<file path="src/rtl/tucanos_sched_pkg.sv">
`default_nettype none
// ============================================================================
//  Module      : tucanos_sched_pkg
//  Description : Shared definitions for the Tucanos round-robin scheduler.
//                It holds the opcodes the scheduler reacts to, the FSM state
//                encoding, the event codes reported to the OS dispatcher and
//                the per-process status encoding.
//  Revision    : 1.0 - initial release
// ============================================================================
package tucanos_sched_pkg;

    // Opcodes the scheduler decodes from the executing instruction.
    localparam logic [5:0] HLT   = 6'b011100;
    localparam logic [5:0] PREIO = 6'b011110;

    // Scheduler FSM. WAIT, HALT and CHANGE each last exactly one cycle and
    // request the jump into the OS.
    typedef enum logic [2:0] {
        ST_IDLE   = 3'd0,
        ST_RUN    = 3'd1,
        ST_WAIT   = 3'd2,
        ST_HALT   = 3'd3,
        ST_CHANGE = 3'd4
    } sched_state_e;

    // Event codes, placed in state_register[7:4].
    localparam logic [3:0] EV_CHANGE      = 4'd1;
    localparam logic [3:0] EV_WAIT        = 4'd4;
    localparam logic [3:0] EV_HALT        = 4'd5;
    localparam logic [3:0] EV_ALL_DONE    = 4'd6;
    localparam logic [3:0] EV_ALL_BLOCKED = 4'd7;

    // Status of one user process.
    typedef enum logic [1:0] {
        READY   = 2'd0,
        BLOCKED = 2'd1,
        DONE    = 2'd2
    } proc_status_e;

    // True in the states that ask the PC unit to jump to the OS dispatcher.
    function automatic logic is_jump_state(input sched_state_e s);
        return (s == ST_WAIT) || (s == ST_HALT) || (s == ST_CHANGE);
    endfunction

endpackage
`default_nettype wire

</file>
<file path="src/rtl/tucanos_scheduler_if.sv">
`default_nettype none
// ============================================================================
//  Module      : tucanos_scheduler_if
//  Description : Bundle between the PC/control unit (master) and the
//                scheduler (slave).
//  Signals     : opcode, program_counter, mux_system_instruction,
//                io_done_valid, io_done_pid           (master -> slave)
//                state_register, jump_enabler, current_pid,
//                ready_mask                           (slave -> master)
//  Revision    : 1.0 - initial release
// ============================================================================
interface tucanos_scheduler_if #(
    parameter int DATA_WIDTH = 32,
    parameter int PC_WIDTH   = 12,
    parameter int NUM_PROCS  = 3
);
    logic [5:0]            opcode;
    logic [PC_WIDTH-1:0]   program_counter;
    logic                  mux_system_instruction;
    logic                  io_done_valid;
    logic [3:0]            io_done_pid;
    logic [DATA_WIDTH-1:0] state_register;
    logic                  jump_enabler;
    logic [3:0]            current_pid;
    logic [NUM_PROCS-1:0]  ready_mask;

    modport master (
        output opcode, program_counter, mux_system_instruction,
               io_done_valid, io_done_pid,
        input  state_register, jump_enabler, current_pid, ready_mask
    );

    modport slave (
        input  opcode, program_counter, mux_system_instruction,
               io_done_valid, io_done_pid,
        output state_register, jump_enabler, current_pid, ready_mask
    );
endinterface
`default_nettype wire

</file>
<file path="src/rtl/tucanos_rr_picker.sv">
`default_nettype none
// ============================================================================
//  Module      : tucanos_rr_picker
//  Description : Combinational round-robin pick. Scans pids cur+1 .. NUM_PROCS,
//                wraps to 1, and checks the current pid last. A current pid of
//                0 scans from pid 1.
//  Ports       : ready_i     in  NUM_PROCS  bit i-1 = pid i is READY
//                cur_pid_i   in  4          pid running now (0 = none)
//                next_pid_o  out 4          selected pid (0 when none found)
//                found_o     out 1          a READY pid was found
//  Revision    : 1.0 - initial release
// ============================================================================
module tucanos_rr_picker #(
    parameter int NUM_PROCS = 3
) (
    input  logic [NUM_PROCS-1:0] ready_i,
    input  logic [3:0]           cur_pid_i,
    output logic [3:0]           next_pid_o,
    output logic                 found_o
);

    // Zero-extended so a full 4-bit pid can index it without width games.
    logic [15:0] ready_ext;
    assign ready_ext = 16'(ready_i);

    always_comb begin
        logic [4:0] cand;
        cand       = 5'd0;
        next_pid_o = 4'd0;
        found_o    = 1'b0;
        for (int k = 1; k <= NUM_PROCS; k++) begin
            // cur + k lands in 1 .. 2*NUM_PROCS; one subtraction wraps it.
            cand = {1'b0, cur_pid_i} + 5'(k);
            if (cand > 5'(NUM_PROCS)) begin
                cand = cand - 5'(NUM_PROCS);
            end
            if (!found_o && ready_ext[cand[3:0] - 4'd1]) begin
                found_o    = 1'b1;
                next_pid_o = cand[3:0];
            end
        end
    end

endmodule
`default_nettype wire

</file>
<file path="src/rtl/tucanos_scheduler.sv">
`default_nettype none
// ============================================================================
//  Module      : tucanos_scheduler
//  Description : Preemptive round-robin process scheduler for Tucanos OS.
//                Preempts after QUANTUM user cycles, blocks a process on PREIO,
//                retires it on HLT and wakes blocked processes on I/O
//                completion. Reports an event word and a jump request to the
//                OS dispatcher.
//  Ports       : clock, reset_n (async, active low)
//                bus   tucanos_scheduler_if.slave
//                switch_count[15:0]  out, only with TUCANOS_SCHED_STATS_EN
//  Options     : `define TUCANOS_SCHED_STATS_EN adds a saturating counter of
//                CHANGE entries.
//  Revision    : 1.0 - initial release
// ============================================================================
module tucanos_scheduler
    import tucanos_sched_pkg::*;
#(
    parameter int DATA_WIDTH    = 32,
    parameter int PC_WIDTH      = 12,
    parameter int NUM_PROCS     = 3,
    parameter int QUANTUM       = 8,
    parameter int OS_BEGIN_ADDR = 256
) (
    input  logic               clock,
    input  logic               reset_n,
    tucanos_scheduler_if.slave bus
`ifdef TUCANOS_SCHED_STATS_EN
    ,
    output logic [15:0]        switch_count
`endif
);

    localparam logic [PC_WIDTH-1:0] OS_ADDR          = PC_WIDTH'(OS_BEGIN_ADDR);
    localparam logic [7:0]          LAST_SLICE_COUNT = 8'(QUANTUM - 1);

    sched_state_e state_q;
    logic [7:0]   counter_q;
    logic [3:0]   current_pid_q;
    logic [7:0]   event_q;               // {code, next pid}
    proc_status_e status_q [NUM_PROCS];
    proc_status_e status_d [NUM_PROCS];

    logic                 suspend;
    logic                 in_run;
    logic                 is_preio;
    logic                 is_hlt;
    logic                 slice_end;
    logic                 take_event;
    logic [NUM_PROCS-1:0] ready_next;
    logic [NUM_PROCS-1:0] ready_now;
    logic                 all_done_next;
    logic [3:0]           pick_pid;
    logic                 pick_found;
    logic [3:0]           event_code;
    sched_state_e         event_state;

    always_comb begin
        suspend    = !bus.mux_system_instruction || (bus.program_counter >= OS_ADDR);
        in_run     = !suspend && (state_q == ST_RUN);
        is_preio   = (bus.opcode == PREIO);
        is_hlt     = (bus.opcode == HLT);
        slice_end  = (counter_q >= LAST_SLICE_COUNT);
        take_event = in_run && (is_preio || is_hlt || slice_end);
    end

    // Next status: the I/O wake-up is applied first, so a PREIO of the same
    // pid in the same cycle overrides it. Selection sees this next view.
    always_comb begin
        all_done_next = 1'b1;
        for (int p = 0; p < NUM_PROCS; p++) begin
            status_d[p] = status_q[p];
            if (bus.io_done_valid && (bus.io_done_pid == 4'(p + 1)) &&
                (status_q[p] == BLOCKED)) begin
                status_d[p] = READY;
            end
            if (in_run && (current_pid_q == 4'(p + 1))) begin
                if (is_preio) begin
                    status_d[p] = BLOCKED;
                end else if (is_hlt) begin
                    status_d[p] = DONE;
                end
            end
            ready_next[p] = (status_d[p] == READY);
            ready_now[p]  = (status_q[p] == READY);
            all_done_next = all_done_next && (status_d[p] == DONE);
        end
    end

    tucanos_rr_picker #(
        .NUM_PROCS (NUM_PROCS)
    ) u_picker (
        .ready_i    (ready_next),
        .cur_pid_i  (current_pid_q),
        .next_pid_o (pick_pid),
        .found_o    (pick_found)
    );

    // An empty pick overrides the cause code with the OS-idle codes.
    always_comb begin
        if (is_preio) begin
            event_state = ST_WAIT;
            event_code  = EV_WAIT;
        end else if (is_hlt) begin
            event_state = ST_HALT;
            event_code  = EV_HALT;
        end else begin
            event_state = ST_CHANGE;
            event_code  = EV_CHANGE;
        end
        if (!pick_found) begin
            event_code = all_done_next ? EV_ALL_DONE : EV_ALL_BLOCKED;
        end
    end

    always_ff @(posedge clock or negedge reset_n) begin
        if (!reset_n) begin
            state_q       <= ST_IDLE;
            counter_q     <= 8'd0;
            current_pid_q <= 4'd0;
            event_q       <= 8'd0;
            for (int p = 0; p < NUM_PROCS; p++) begin
                status_q[p] <= READY;
            end
        end else begin
            // I/O completions are honoured even while the OS is running.
            for (int p = 0; p < NUM_PROCS; p++) begin
                status_q[p] <= status_d[p];
            end
            if (suspend) begin
                state_q   <= ST_IDLE;
                counter_q <= 8'd0;
            end else begin
                case (state_q)
                    ST_IDLE: begin
                        state_q   <= ST_RUN;
                        counter_q <= 8'd1;
                    end
                    ST_RUN: begin
                        if (take_event) begin
                            state_q       <= event_state;
                            counter_q     <= 8'd0;
                            current_pid_q <= pick_pid;
                            event_q       <= {event_code, pick_pid};
                        end else begin
                            counter_q <= counter_q + 8'd1;
                            event_q   <= 8'd0;
                        end
                    end
                    default: begin
                        state_q <= ST_IDLE;
                    end
                endcase
            end
        end
    end

    assign bus.state_register = DATA_WIDTH'(event_q);
    assign bus.jump_enabler   = is_jump_state(state_q);
    assign bus.current_pid    = current_pid_q;
    assign bus.ready_mask     = ready_now;

`ifdef TUCANOS_SCHED_STATS_EN
    logic [15:0] switch_count_q;

    always_ff @(posedge clock or negedge reset_n) begin
        if (!reset_n) begin
            switch_count_q <= 16'd0;
        end else if (take_event && (event_state == ST_CHANGE) &&
                     (switch_count_q != 16'hFFFF)) begin
            switch_count_q <= switch_count_q + 16'd1;
        end
    end

    assign switch_count = switch_count_q;
`endif

endmodule
`default_nettype wire
</file>
<file path="src/flat_wrapper.sv">
// flat-port wrapper written by rule: the top's interface ports become plain ports
module tucanos_scheduler_flat import tucanos_sched_pkg::*;
#(
    parameter int DATA_WIDTH    = 32,
    parameter int PC_WIDTH      = 12,
    parameter int NUM_PROCS     = 3,
    parameter int QUANTUM       = 8,
    parameter int OS_BEGIN_ADDR = 256
)
  (clock, reset_n, bus_opcode, bus_program_counter, bus_mux_system_instruction, bus_io_done_valid, bus_io_done_pid, bus_state_register, bus_jump_enabler, bus_current_pid, bus_ready_mask);
  tucanos_scheduler_if #(.DATA_WIDTH(DATA_WIDTH), .PC_WIDTH(PC_WIDTH), .NUM_PROCS(NUM_PROCS)) bus_i ();
  input  logic clock;
  input  logic reset_n;
  input wire logic [$bits(bus_i.opcode)-1:0] bus_opcode;
  input wire logic [$bits(bus_i.program_counter)-1:0] bus_program_counter;
  input wire logic [$bits(bus_i.mux_system_instruction)-1:0] bus_mux_system_instruction;
  input wire logic [$bits(bus_i.io_done_valid)-1:0] bus_io_done_valid;
  input wire logic [$bits(bus_i.io_done_pid)-1:0] bus_io_done_pid;
  output wire logic [$bits(bus_i.state_register)-1:0] bus_state_register;
  output wire logic [$bits(bus_i.jump_enabler)-1:0] bus_jump_enabler;
  output wire logic [$bits(bus_i.current_pid)-1:0] bus_current_pid;
  output wire logic [$bits(bus_i.ready_mask)-1:0] bus_ready_mask;
  assign bus_i.opcode = bus_opcode;
  assign bus_i.program_counter = bus_program_counter;
  assign bus_i.mux_system_instruction = bus_mux_system_instruction;
  assign bus_i.io_done_valid = bus_io_done_valid;
  assign bus_i.io_done_pid = bus_io_done_pid;
  assign bus_state_register = bus_i.state_register;
  assign bus_jump_enabler = bus_i.jump_enabler;
  assign bus_current_pid = bus_i.current_pid;
  assign bus_ready_mask = bus_i.ready_mask;
  tucanos_scheduler #(.DATA_WIDTH(DATA_WIDTH), .PC_WIDTH(PC_WIDTH), .NUM_PROCS(NUM_PROCS), .QUANTUM(QUANTUM), .OS_BEGIN_ADDR(OS_BEGIN_ADDR)) u_core (.clock(clock), .reset_n(reset_n), .bus(bus_i));
endmodule
</file>
<file path="config.mk">
export PLATFORM = sky130hd
export DESIGN_NAME = tucanos_scheduler_flat
export DESIGN_NICKNAME = d
export VERILOG_FILES = /design/src/rtl/tucanos_sched_pkg.sv /design/src/rtl/tucanos_scheduler_if.sv /design/src/rtl/tucanos_rr_picker.sv /design/src/rtl/tucanos_scheduler.sv /design/src/flat_wrapper.sv
export SDC_FILE = /design/constraint.sdc
export NUM_CORES = 1
export LEC_CHECK = 0
export BUFFER_PORTS_ARGS = -buffer_cell sky130_fd_sc_hd__buf_2
export CORE_MARGIN = 3
export CORE_UTILIZATION = 51
export DETAILED_ROUTE_END_ITERATION = 16
export PLACE_DENSITY = 0.89
export SETUP_SLACK_MARGIN = 0.3
export SLEW_MARGIN = 30
export SYNTH_ARGS = -nofsm -noshare
export SYNTH_HDL_FRONTEND = slang
export SYNTH_SLANG_ARGS = --single-unit
</file>
<file path="constraint.sdc">
create_clock -name clock -period 4.54 [get_ports clock]
set_input_delay 0.681 -clock clock [delete_from_list [all_inputs] [get_ports clock]]
set_output_delay 0.681 -clock clock [all_outputs]
set_load 0.03 [all_outputs]
</file>
==> insert_results.sql, run 1 <==
INSERT INTO impl_metrics (metric_group, metric, value, unit) VALUES
('status', 'outcome', 'finished clean', ''),
('synth', 'ys_top_cells_by_count', '36 x nor2_1, 28 x dfrtp_1, 27 x buf_4', ''),
('job', 'max_cap_violations', '0', ''),
('detailed_routing', 'detail_route.wirelength', '5656', 'µm'),
('worst_setup_path', 'critPathMaxFanout', '13', ''),
('global_route', 'grt_max_degree', '29', ''),
('detailed_routing', 'final_antenna_net_count', '0', ''),
('synth', 'ys_async_sr_fraction', '1.000', ''),
('synth', 'yosys.cell_count.top_type', 'nor2_1', ''),
('timing', 'max_slew_margin', '0.5861', ''),
('detailed_routing', 'wl_met1', '2464', 'µm'),
('floorplanning', 'start_util', '0.5533', ''),
('detailed_routing', 'first_iteration_detailed_routing_drc_count', '243', ''),
('timing', 'report.final.setup_viol', '0', ''),
('timing', 'setup_repair_after_global_routing_missed_its_margin', 'no', ''),
('worst_setup_path', 'required', '4710', 'ps'),
('floorplanning', 'placementRows', '24', ''),
('detailed_routing', 'num_vias', '2294', ''),
('timing', 'timing_worst_slew_pin_value', '620.9', 'ps'),
('worst_setup_path', 'worstPathArrival', '4030', 'ps'),
('cts', 'ctsHoldBuffers', '0', ''),
('cts', 'clock_tree.buffer_depth', '2', ''),
('cts', 'clk_root_buffer_cell', 'clkbuf_8', ''),
('layout', 'multi_input_gate_area', '1618', 'µm²'),
('pwr', 'ir_drop', '0.1922', 'mV'),
('layout', 'layoutNonFillerInstCount', '401', ''),
('pwr', 'p_per_area', '192.5', 'nW/µm²'),
('layout', 'drive_above_1_share', '0.1756', ''),
('timing', 'finalCritPeriodShare', '0.8505', ''),
('floorplanning', 'core', '4534', 'µm²'),
('layout', 'seq_area', '700.7', 'µm²'),
('cts', 'cts.sink_count', '28', ''),
('global_route', 'antenna_violations_before_repair', '0', ''),
('placed_design', 'port-buffer-count', '32', ''),
('synth', 'synth.yosys.seq_area_share', '0.2793', ''),
('cts', 'cts_setup_buffers', '0', ''),
('cts', 'cts.reportedPaths.clkPinSlew', '100', 'ps'),
('synth', 'yosys.area.top_type', 'dfrtp_1', ''),
('placed_design', 'dpl.cell_count', '397', ''),
('synth', 'synth.top_cells.by_area', 'dfrtp_1 28%, buf_4 8.1%, nor2_1 5.4%', ''),
('timing', 'finalClockSkew', '10.29', 'ps'),
('synth', 'synth_edf_count', '0', ''),
('placed_design', 'global_placer_s_final_weighted_congestion', '0.9284', ''),
('timing', 'setup_tns', '0', 'ps'),
('synth', 'synth_top_area_share', '0.2793', ''),
('detailed_routing', 'avgRoutedWirePerCell', '14.10', 'µm'),
('synth', 'netlist_instances', '309', ''),
('worst_setup_path', 'timing.setup.critical_path_class', 'reg2reg', ''),
('floorplanning', 'die-area', '5797', 'µm²'),
('layout', 'fin_nets', '373', ''),
('placed_design', 'dpl.hpwl', '4392', 'µm'),
('pwr', 'p_leak', '1.210', 'nW'),
('timing', 'layout_min_cycle_time', '3861', 'ps'),
('detailed_routing', 'post_drt_via_cell_ratio', '5.721', ''),
('cts', 'post_cts.resized_instances', '0', ''),
('layout', 'antenna-diode-count', '0', ''),
('synth', 'ys_warn_count', '0', ''),
('cts', 'cts_made_buffers', '3', ''),
('timing', 'max_freq', '259.0', 'MHz'),
('global_route', 'grt_overflow_total', '0', ''),
('synth', 'post_synth.cell_area_avg', '8.119', 'µm²'),
('detailed_routing', 'met2RoutedLength', '2726', 'µm'),
('detailed_routing', 'highest_metal_used', 'met4', ''),
('worst_setup_path', 'timing.critical_path.to_type', 'register', ''),
('detailed_routing', 'met3RoutedLength', '418', 'µm'),
('floorplanning', 'floorplan.die.height', '76.14', 'µm'),
('layout', 'fillCellCount', '393', ''),
('global_route', 'total_grt_usage', '0.2002', ''),
('detailed_routing', 'drtPass1Iterations', '4', ''),
('cts', 'tritoncts_clock_tree', 'built', ''),
('global_route', 'global_route_wire_length_before_repair', '9853', 'µm');
-- kinds of logic (layout without fill, tap and decap cells) --
group           Yosys count  after routing  share of synthesized area
other cells               1             25                   0.001495
flops                    28             28                     0.2793
simple gates            120            120                     0.2489
mux                       8              8                    0.03591
xor+xnor                  8              8                    0.03092
compound gates           88             88                     0.2419
buf+inv                  46             49                     0.1117
fa+ha+maj                10             10                    0.04988
-- worst max-delay path, cell delays in order, from the launching register on --
cell and delay, ps:
dfrtp_1 520, inv_1 180, ha_1 540, nor2b_1 300
a221oi_2 100, o211ai_1 380, ha_1 260, o21ai_0 80
or4b_1 470, o311a_1 140, or2_1 320, and4_1 230
a211o_1 220
-- per-layer routing --
layer | vias up | track usage
li1 | 1136 | -
met5 | - | 0
met1 | 1063 | 0.2608
met4 | 0 | 0.06159
met2 | 90 | 0.3440
met3 | 5 | 0.02837
-- stage by stage --
step                cell area (µm²)  setup slack, ps    util  hold slack [ps]  total power, W
detailed placement             2624            756.6  0.5786            480.6       0.0003630
global route                   2679            481.1  0.5908            439.6       0.0005395
finish                         2679            678.6  0.5908            401.1       0.0005157
global placement               2624            826.5  0.5786            481.1       0.0003613
floorplan                      2599            788.0       -            385.4       0.0003556
CTS                            2679            726.3  0.5908            428.7       0.0005184
-- sequential cells by signal, summed over array words and instances (netlist names) --
name and count:
u_core.event_q 7, u_core.bus.current_pid 4, u_core.status_q 6, u_core.state_q 3, u_core.counter_q 8
-- layout make-up --
type / count / area share
clock buffers: 4 / 0.02055
well taps: 65 / 0.03036
repair buffers: 36 / 0.07099
flip-flops and latches: 28 / 0.2616
multi-input cells: 259 / 0.6039
inverters: 9 / 0.01261
-- layout by cell type (no fill, tap or decap), drive strengths merged, types with 4 or more instances in the layout --
cell	instances
mux2	5
o21ai	20
nor3	8
nand3	8
or2	5
nand2	26
buf	36
dfrtp	28
clkbuf	4
xnor2	6
a31oi	7
inv	9
ha	10
a21oi	22
nor2b	8
a21o	4
o22ai	4
conb	25
a211oi	5
nor2	36
and3	4
-- final timing paths --
| path | depth (start not counted) | endpoint | slack, ps | startpoint |
|---|---|---|---|---|
| worst max-delay path | 12 | u_core.event_q[6] | 680 | u_core.bus.current_pid[1] |
| worst min-delay path | 1 | u_core.counter_q[2] | 400 | reset_n |
| worst max register to register | 12 | u_core.event_q[6] | 680 | u_core.bus.current_pid[1] |
| worst min register to register | 1 | u_core.event_q[5] | 520 | u_core.event_q[5] |
| max in group asynchronous | 1 | u_core.bus.current_pid[1] | 3730 | reset_n |
| min in group clock | 1 | u_core.event_q[5] | 520 | u_core.event_q[5] |
-- power by group --
part	total, W	switching, W	internal (W)
sequential	0.000254	0.00000187	0.000252
combinational	0.000106	0.0000758	0.0000303
clock	0.000156	0.0000781	0.0000778
No activity file was read; power rests on OpenSTA's default activity.
==> inputs of run 2 (changes only) <==
--- a/config.mk
+++ b/config.mk
@@ -10,6 +10,7 @@
 export CORE_UTILIZATION = 51
 export DETAILED_ROUTE_END_ITERATION = 16
 export PLACE_DENSITY = 0.89
+export REMOVE_ABC_BUFFERS = 1
 export SETUP_SLACK_MARGIN = 0.3
 export SLEW_MARGIN = 30
 export SYNTH_ARGS = -nofsm -noshare
==> run 2 against run 1 <==
Against the previous run: register-to-register slack got worse by 40 ps; cell area did not move; critical path depth did not move; largest power group unchanged; first-iteration DRC count rose by 26%; largest cell class unchanged; clock skew fell by 2.1 ps; via count rose by 2.5%; critical path type unchanged.
==> insert_results.sql, run 2 (synthesis results as in run 1) <==
INSERT INTO impl_metrics (metric_group, metric, value, unit) VALUES
('placed_design', 'dpl.hpwl', '4475', 'µm'),
('layout', 'multi_input_gate_area', '1618', 'µm²'),
('cts', 'clock_tree.buffer_depth', '2', ''),
('timing', 'post-route-worst-setup-slack', '635.6', 'ps'),
('detailed_routing', 'detail_route.wirelength', '5822', 'µm'),
('cts', 'cts.sink_count', '28', ''),
('detailed_routing', 'drtPass1Iterations', '5', ''),
('hold_path', 'hp-class', 'in2async', ''),
('floorplanning', 'io_pins', '66', ''),
('global_route', 'via_count_of_the_first_global_routing_pass', '2065', ''),
('layout', 'postLayoutCoreUtil', '0.5908', ''),
('placed_design', 'port-buffer-count', '32', ''),
('placed_design', 'pre_cts_ws', '750.3', 'ps'),
('cts', 'clk_root_buffer_cell', 'clkbuf_8', ''),
('worst_setup_path', 'timing.critical_path.to_type', 'register', ''),
('timing', 'timing_worst_slew_pin_value', '628.3', 'ps'),
('cts', 'tritoncts_clock_tree', 'built', ''),
('layout', 'largest_register_ff_count', '8', ''),
('timing', 'max_freq', '256.1', 'MHz'),
('worst_setup_path', 'worst_path_top_cell_family_by_delay', 'simple AND/OR/NAND/NOR gates', ''),
('global_route', 'grt_overflow_total', '0', ''),
('worst_setup_path', 'critical-path-max-stage-delay', '570', 'ps'),
('worst_setup_path', 'required', '4700', 'ps'),
('pwr', 'p_leak', '1.210', 'nW'),
('detailed_routing', 'detail_route.drc_violations', '0', ''),
('timing', 'max_slew_margin', '0.5811', ''),
('floorplanning', 'die-area', '5797', 'µm²'),
('floorplanning', 'placementRows', '24', ''),
('job', 'max_cap_violations', '0', ''),
('layout', 'seq_area', '700.7', 'µm²'),
('detailed_routing', 'final_antenna_net_count', '0', ''),
('pwr', 'final_total_pwr', '0.0005128', 'W'),
('cts', 'post_cts.resized_instances', '0', ''),
('layout', 'area.growth.synth_to_final', '6.783', '%'),
('global_route', 'grt_max_degree', '29', ''),
('layout', 'layout_commonest_cell', 'nor2_1', ''),
('cts', 'cts.reportedPaths.clkPinSlew', '90', 'ps'),
('detailed_routing', 'num_vias', '2351', ''),
('floorplanning', 'start_util', '0.5533', ''),
('cts', 'cts_made_buffers', '3', ''),
('cts', 'htreeDepth', '1', ''),
('timing', 'finalCritPeriodShare', '0.8600', ''),
('layout', 'antenna-diode-count', '0', ''),
('timing', 'layout_min_cycle_time', '3904', 'ps'),
('worst_setup_path', 'critPathSlowestCell', 'ha_1', ''),
('detailed_routing', 'post_drt_via_cell_ratio', '5.863', ''),
('floorplanning', 'die_x', '76.14', 'µm'),
('layout', 'fillCellCount', '405', ''),
('worst_setup_path', 'timing.setup.critical_path_class', 'reg2reg', ''),
('global_route', 'global_route_wire_length_before_repair', '9618', 'µm'),
('worst_setup_path', 'critPathMaxFanout', '13', ''),
('detailed_routing', 'avgRoutedWirePerCell', '14.52', 'µm'),
('timing', 'setup_tns', '0', 'ps'),
('layout', 'fin_nets', '373', ''),
('detailed_routing', 'first_iteration_detailed_routing_drc_count', '305', ''),
('layout', 'fin_area', '2679', 'µm²'),
('cts', 'cts_setup_buffers', '0', ''),
('layout', 'largest_registers', 'u_core.counter_q x8, u_core.event_q x7, u_core.status_q x6', ''),
('global_route', 'total_grt_usage', '0.1936', ''),
('placed_design', 'dpl-instance-area', '2624', 'µm²'),
('status', 'outcome', 'finished clean', ''),
('worst_setup_path', 'crit_path_cell_trace', 'inv_1, ha_1, nor2b_1, a221oi_2, o211ai_1, ha_1, o21ai_0, or4b_1, o311a_1, or2_1, and4_1, a211o_1', ''),
('worst_setup_path', 'worstPathArrival', '4070', 'ps'),
('layout', 'regMostFlops', 'u_core.counter_q', ''),
('floorplanning', 'floorplan.die.height', '76.14', 'µm'),
('cts', 'ctsHoldBuffers', '0', ''),
('timing', 'report.final.slew_viol_count', '0', ''),
('timing', 'report.final.setup_viol', '0', ''),
('worst_setup_path', 'start_kind', 'register', ''),
('worst_setup_path', 'cp_common_cell', 'ha_1', ''),
('pwr', 'p_per_area', '191.4', 'nW/µm²'),
('worst_setup_path', 'regToRegStartpoint', 'u_core.bus.current_pid[1]', ''),
('floorplanning', 'core', '4534', 'µm²'),
('timing', 'finalClockSkew', '8.168', 'ps'),
('placed_design', 'global_placer_s_final_weighted_congestion', '0.8814', ''),
('global_route', 'antenna_violations_before_repair', '0', ''),
('layout', 'layout_common_cells', '36 x nor2_1, 32 x buf_2, 28 x dfrtp_1', ''),
('worst_setup_path', 'worstSetupStartpoint', 'u_core.bus.current_pid[1]', ''),
('timing', 'number_of_hold_slack_violations_in_the_final_timing_report', '0', ''),
('cts', 'clock_latency', '280', 'ps'),
('layout', 'drive_above_1_share', '0.1756', ''),
('worst_setup_path', 'worst-path-buf-inv', '1', ''),
('timing', 'setup_repair_after_global_routing_missed_its_margin', 'no', ''),
('pwr', 'ir_drop', '0.1752', 'mV');
-- run 2: cell counts in the layout (fill, tap and decap cells not counted) --
Identical to the previous run, type by type.
-- run 2: layer usage --
metal | track usage | vias up | wire (µm)
li1 | - | 1131 | -
met1 | 0.2641 | 1079 | 2548
met2 | 0.3209 | 124 | 2701
met3 | 0.02719 | 17 | 474
met4 | 0.05435 | 0 | 98
met5 | 0 | - | 0
-- run 2: stage by stage --
stage | hold slack [ps] | instances
final | 413.7 | 401
after global routing | 454.6 | 401
after CTS | 426.9 | 401
after detailed placement | 476.7 | 397
after global placement | 459.5 | 397
after floorplan | 385.4 | 296
-- run 2: cell type report --
cell class,count,area share
clock buffer,4,0.02055
tap,65,0.03036
sequential,28,0.2616
inverter,9,0.01261
multi-input combinational,259,0.6039
timing repair buffer,36,0.07099
-- run 2: path summary, 6_finish.rpt --
kind	to	slack [ps]	depth (start not counted)
max	u_core.event_q[6]	640	12
min	u_core.event_q[3]	410	1
max reg2reg	u_core.event_q[6]	640	12
min reg2reg	u_core.event_q[0]	490	2
max in group asynchronous	u_core.bus.current_pid[0]	3720	1
min in group clock	u_core.event_q[0]	490	2
-- run 2: power by group --
group | internal (W) | switching, W | leakage [nW]
combinational | 0.0000303 | 0.0000763 | 0.802
clock | 0.0000777 | 0.0000751 | 0.0288
sequential | 0.000252 | 0.00000167 | 0.380
==> inputs of run 3 (changes only) <==
==> constraint.sdc (replaced) <==
create_clock -name clock -period 4.1 [get_ports clock]
set_input_delay 0.615 -clock clock [delete_from_list [all_inputs] [get_ports clock]]
set_output_delay 0.615 -clock clock [all_outputs]
set_load 0.03 [all_outputs]
==> run 3 against run 2 <==
Against the previous run: setup slack lost 140 ps; count of clock-buffer cells in the layout down 1; via count up 1.1%; utilization is 1.1 points higher; clock skew decreased by 2.7 ps; cell count grew 1.0%; critical path depth fell by 1; largest cell class unchanged; worst hold slack got worse by 77 ps; sequential power up 11%; first-iteration DRC count down 26%; sequential share of layout area down 0.38 points.
==> insert_results.sql, run 3 (synthesis results as in run 1) <==
INSERT INTO impl_metrics (metric_group, metric, value, unit) VALUES
('status', 'outcome', 'finished clean', ''),
('timing', 'timing_worst_slew_pin_value', '617.3', 'ps'),
('worst_setup_path', 'regToRegStartpoint', 'u_core.bus.current_pid[2]', ''),
('floorplanning', 'die_x', '76.14', 'µm'),
('layout', 'seq_area', '703.2', 'µm²'),
('layout', 'postLayoutCoreUtil', '0.6015', ''),
('floorplanning', 'io_pins', '66', ''),
('timing', 'max_slew_margin', '0.5885', ''),
('detailed_routing', 'detail_route.wirelength', '6008', 'µm'),
('worst_setup_path', 'critical-path-max-stage-delay', '560', 'ps'),
('worst_setup_path', 'timing.setup.critical_path_class', 'reg2reg', ''),
('layout', 'layout_common_cells', '36 x nor2_1, 32 x buf_2, 26 x nand2_1, 26 x dfrtp_1, 25 x conb_1', ''),
('worst_setup_path', 'timing.critical_path.to_type', 'register', ''),
('layout', 'largest_registers', 'u_core.counter_q x8, u_core.event_q x7, u_core.status_q x6', ''),
('cts', 'htreeDepth', '1', ''),
('global_route', 'grt_max_degree', '29', ''),
('cts', 'cts.sink_count', '28', ''),
('floorplanning', 'die-area', '5797', 'µm²'),
('layout', 'area.growth.synth_to_final', '8.728', '%'),
('timing', 'report.final.setup_viol', '0', ''),
('pwr', 'p_switching', '0.0001764', 'W'),
('worst_setup_path', 'crit_path_cell_trace', 'ha_1, and2_1, a21oi_1, a211oi_1, mux2_2, ha_1, nor3_1, a21oi_4, or3_1, and4_1, a211o_1', ''),
('global_route', 'grt_overflow_total', '0', ''),
('cts', 'cts_made_buffers', '3', ''),
('cts', 'clk_root_buffer_cell', 'clkbuf_8', ''),
('detailed_routing', 'avgRoutedWirePerCell', '14.83', 'µm'),
('timing', 'setup_tns', '0', 'ps'),
('worst_setup_path', 'start_kind', 'register', ''),
('floorplanning', 'start_util', '0.5533', ''),
('timing', 'finalClockSkew', '5.443', 'ps'),
('layout', 'fillCellCount', '390', ''),
('detailed_routing', 'post_drt_via_cell_ratio', '5.867', ''),
('detailed_routing', 'drtPass1Iterations', '4', ''),
('worst_setup_path', 'critPathSlowestCell', 'dfrtp_1', ''),
('pwr', 'power.share.sequential', '0.453', ''),
('global_route', 'total_grt_usage', '0.2048', ''),
('worst_setup_path', 'worst_path_top_cell_family_by_delay', 'simple AND/OR/NAND/NOR gates', ''),
('detailed_routing', 'detail_route.drc_violations', '0', ''),
('cts', 'clock_latency', '280', 'ps'),
('job', 'max_cap_violations', '0', ''),
('pwr', 'power_frac_comb', '0.195', ''),
('worst_setup_path', 'critPathMaxFanout', '9', ''),
('cts', 'cts.reportedPaths.clkPinSlew', '100', 'ps'),
('worst_setup_path', 'worstSetupStartpoint', 'u_core.bus.current_pid[2]', ''),
('floorplanning', 'placementRows', '24', ''),
('worst_setup_path', 'cp_common_cell', 'ha_1', ''),
('worst_setup_path', 'worstPathArrival', '3780', 'ps'),
('timing', 'post-route-worst-setup-slack', '492.3', 'ps'),
('layout', 'multi_input_gate_area', '1618', 'µm²'),
('timing', 'number_of_hold_slack_violations_in_the_final_timing_report', '0', ''),
('timing', 'max_freq', '277.2', 'MHz'),
('pwr', 'pwr-share-clk', '0.352', ''),
('pwr', 'p_leak', '1.234', 'nW'),
('layout', 'layout_commonest_cell', 'nor2_1', ''),
('pwr', 'ir_drop', '0.1353', 'mV'),
('global_route', 'via_count_of_the_first_global_routing_pass', '2218', ''),
('placed_design', 'dpl.hpwl', '4483', 'µm'),
('layout', 'regMostFlops', 'u_core.counter_q', ''),
('global_route', 'antenna_violations_before_repair', '0', ''),
('timing', 'layout_min_cycle_time', '3608', 'ps'),
('placed_design', 'dpl.cell_count', '399', ''),
('cts', 'tritoncts_clock_tree', 'built', ''),
('pwr', 'switching_share', '0.2842', ''),
('pwr', 'p_per_area', '227.5', 'nW/µm²'),
('timing', 'setup_repair_after_global_routing_missed_its_margin', 'no', ''),
('placed_design', 'port-buffer-count', '32', ''),
('floorplanning', 'floorplan.die.height', '76.14', 'µm'),
('placed_design', 'global_placer_s_final_weighted_congestion', '0.9339', ''),
('pwr', 'internal_power', '0.0004442', 'W'),
('timing', 'report.final.slew_viol_count', '0', ''),
('global_route', 'global_route_wire_length_before_repair', '10040', 'µm'),
('timing', 'finalCritPeriodShare', '0.8799', ''),
('layout', 'antenna-diode-count', '0', ''),
('detailed_routing', 'num_vias', '2376', ''),
('layout', 'largest_register_ff_count', '8', ''),
('cts', 'ctsHoldBuffers', '0', ''),
('cts', 'clock_tree.buffer_depth', '2', ''),
('detailed_routing', 'final_antenna_net_count', '0', ''),
('layout', 'fin_nets', '377', ''),
('hold_path', 'hp-class', 'in2async', ''),
('worst_setup_path', 'worst-path-buf-inv', '0', ''),
('detailed_routing', 'first_iteration_detailed_routing_drc_count', '225', ''),
('layout', 'layoutNonFillerInstCount', '405', ''),
('worst_setup_path', 'required', '4270', 'ps'),
('floorplanning', 'core', '4534', 'µm²'),
('layout', 'drive_above_1_share', '0.1912', ''),
('placed_design', 'pre_cts_ws', '434.3', 'ps');
-- run 3: cell count changes in the layout (fill, tap and decap cells not counted), sizes merged --
cell    change
bufinv      +1
clkbuf      -1
buf         +4
-- run 3: power groups by stage --
stage	Sequential (W)	Clock (W)	Combinational, W
after floorplan	0.000288	0	0.0000845
after global placement	0.000286	0	0.000115
after detailed placement	0.000287	0	0.000117
after CTS	0.000281	0.000222	0.000119
after global routing	0.000281	0.000232	0.000131
final	0.000281	0.000218	0.000121
-- run 3: layout make-up --
| class | count | area share |
|---|---|---|
| Multi-Input combinational cell | 259 | 0.5931 |
| Sequential cell | 28 | 0.2578 |
| Timing Repair Buffer | 40 | 0.08073 |
| Tap cell | 65 | 0.02982 |
| Clock buffer | 3 | 0.01514 |
| Inverter | 9 | 0.01239 |
| Clock inverter | 1 | 0.01101 |
-- run 3: worst paths after layout --
check                                            end  slack [ps]  cells after the start
hold / removal                   u_core.counter_q[7]         340                      1
min in group clock                 u_core.event_q[5]         500                      1
max in group asynchronous  u_core.bus.current_pid[1]        3320                      1
hold reg to reg                    u_core.event_q[5]         500                      1
setup / recovery                   u_core.event_q[6]         490                     11
setup reg to reg                   u_core.event_q[6]         490                     11
-- run 3: through the flow --
stage | cell area (µm²) | hold slack [ps] | total power, W
2_1_floorplan | 2352 | 319.4 | 0.0003727
3_3_place_gp | 2639 | 460.6 | 0.0004011
3_5_place_dp | 2639 | 470.2 | 0.0004040
4_1_cts | 2710 | 350.4 | 0.0006224
5_1_grt | 2728 | 371.7 | 0.0006439
6_report | 2728 | 336.7 | 0.0006206
-- run 3: repair_timing --
item	CTS	global route
gates resized for setup	0	2
buffers inserted	0	2
setup endpoints to repair	0	8
-- run 3: routing by layer --
metal / global-route usage / up-vias / wire length [µm]
met2: 0.3475 / 91 / 2936
met4: 0.07246 / 0 / 70
li1: - / 1142 / -
met3: 0.02719 / 9 / 467
met5: 0 / - / 0
met1: 0.2678 / 1134 / 2533
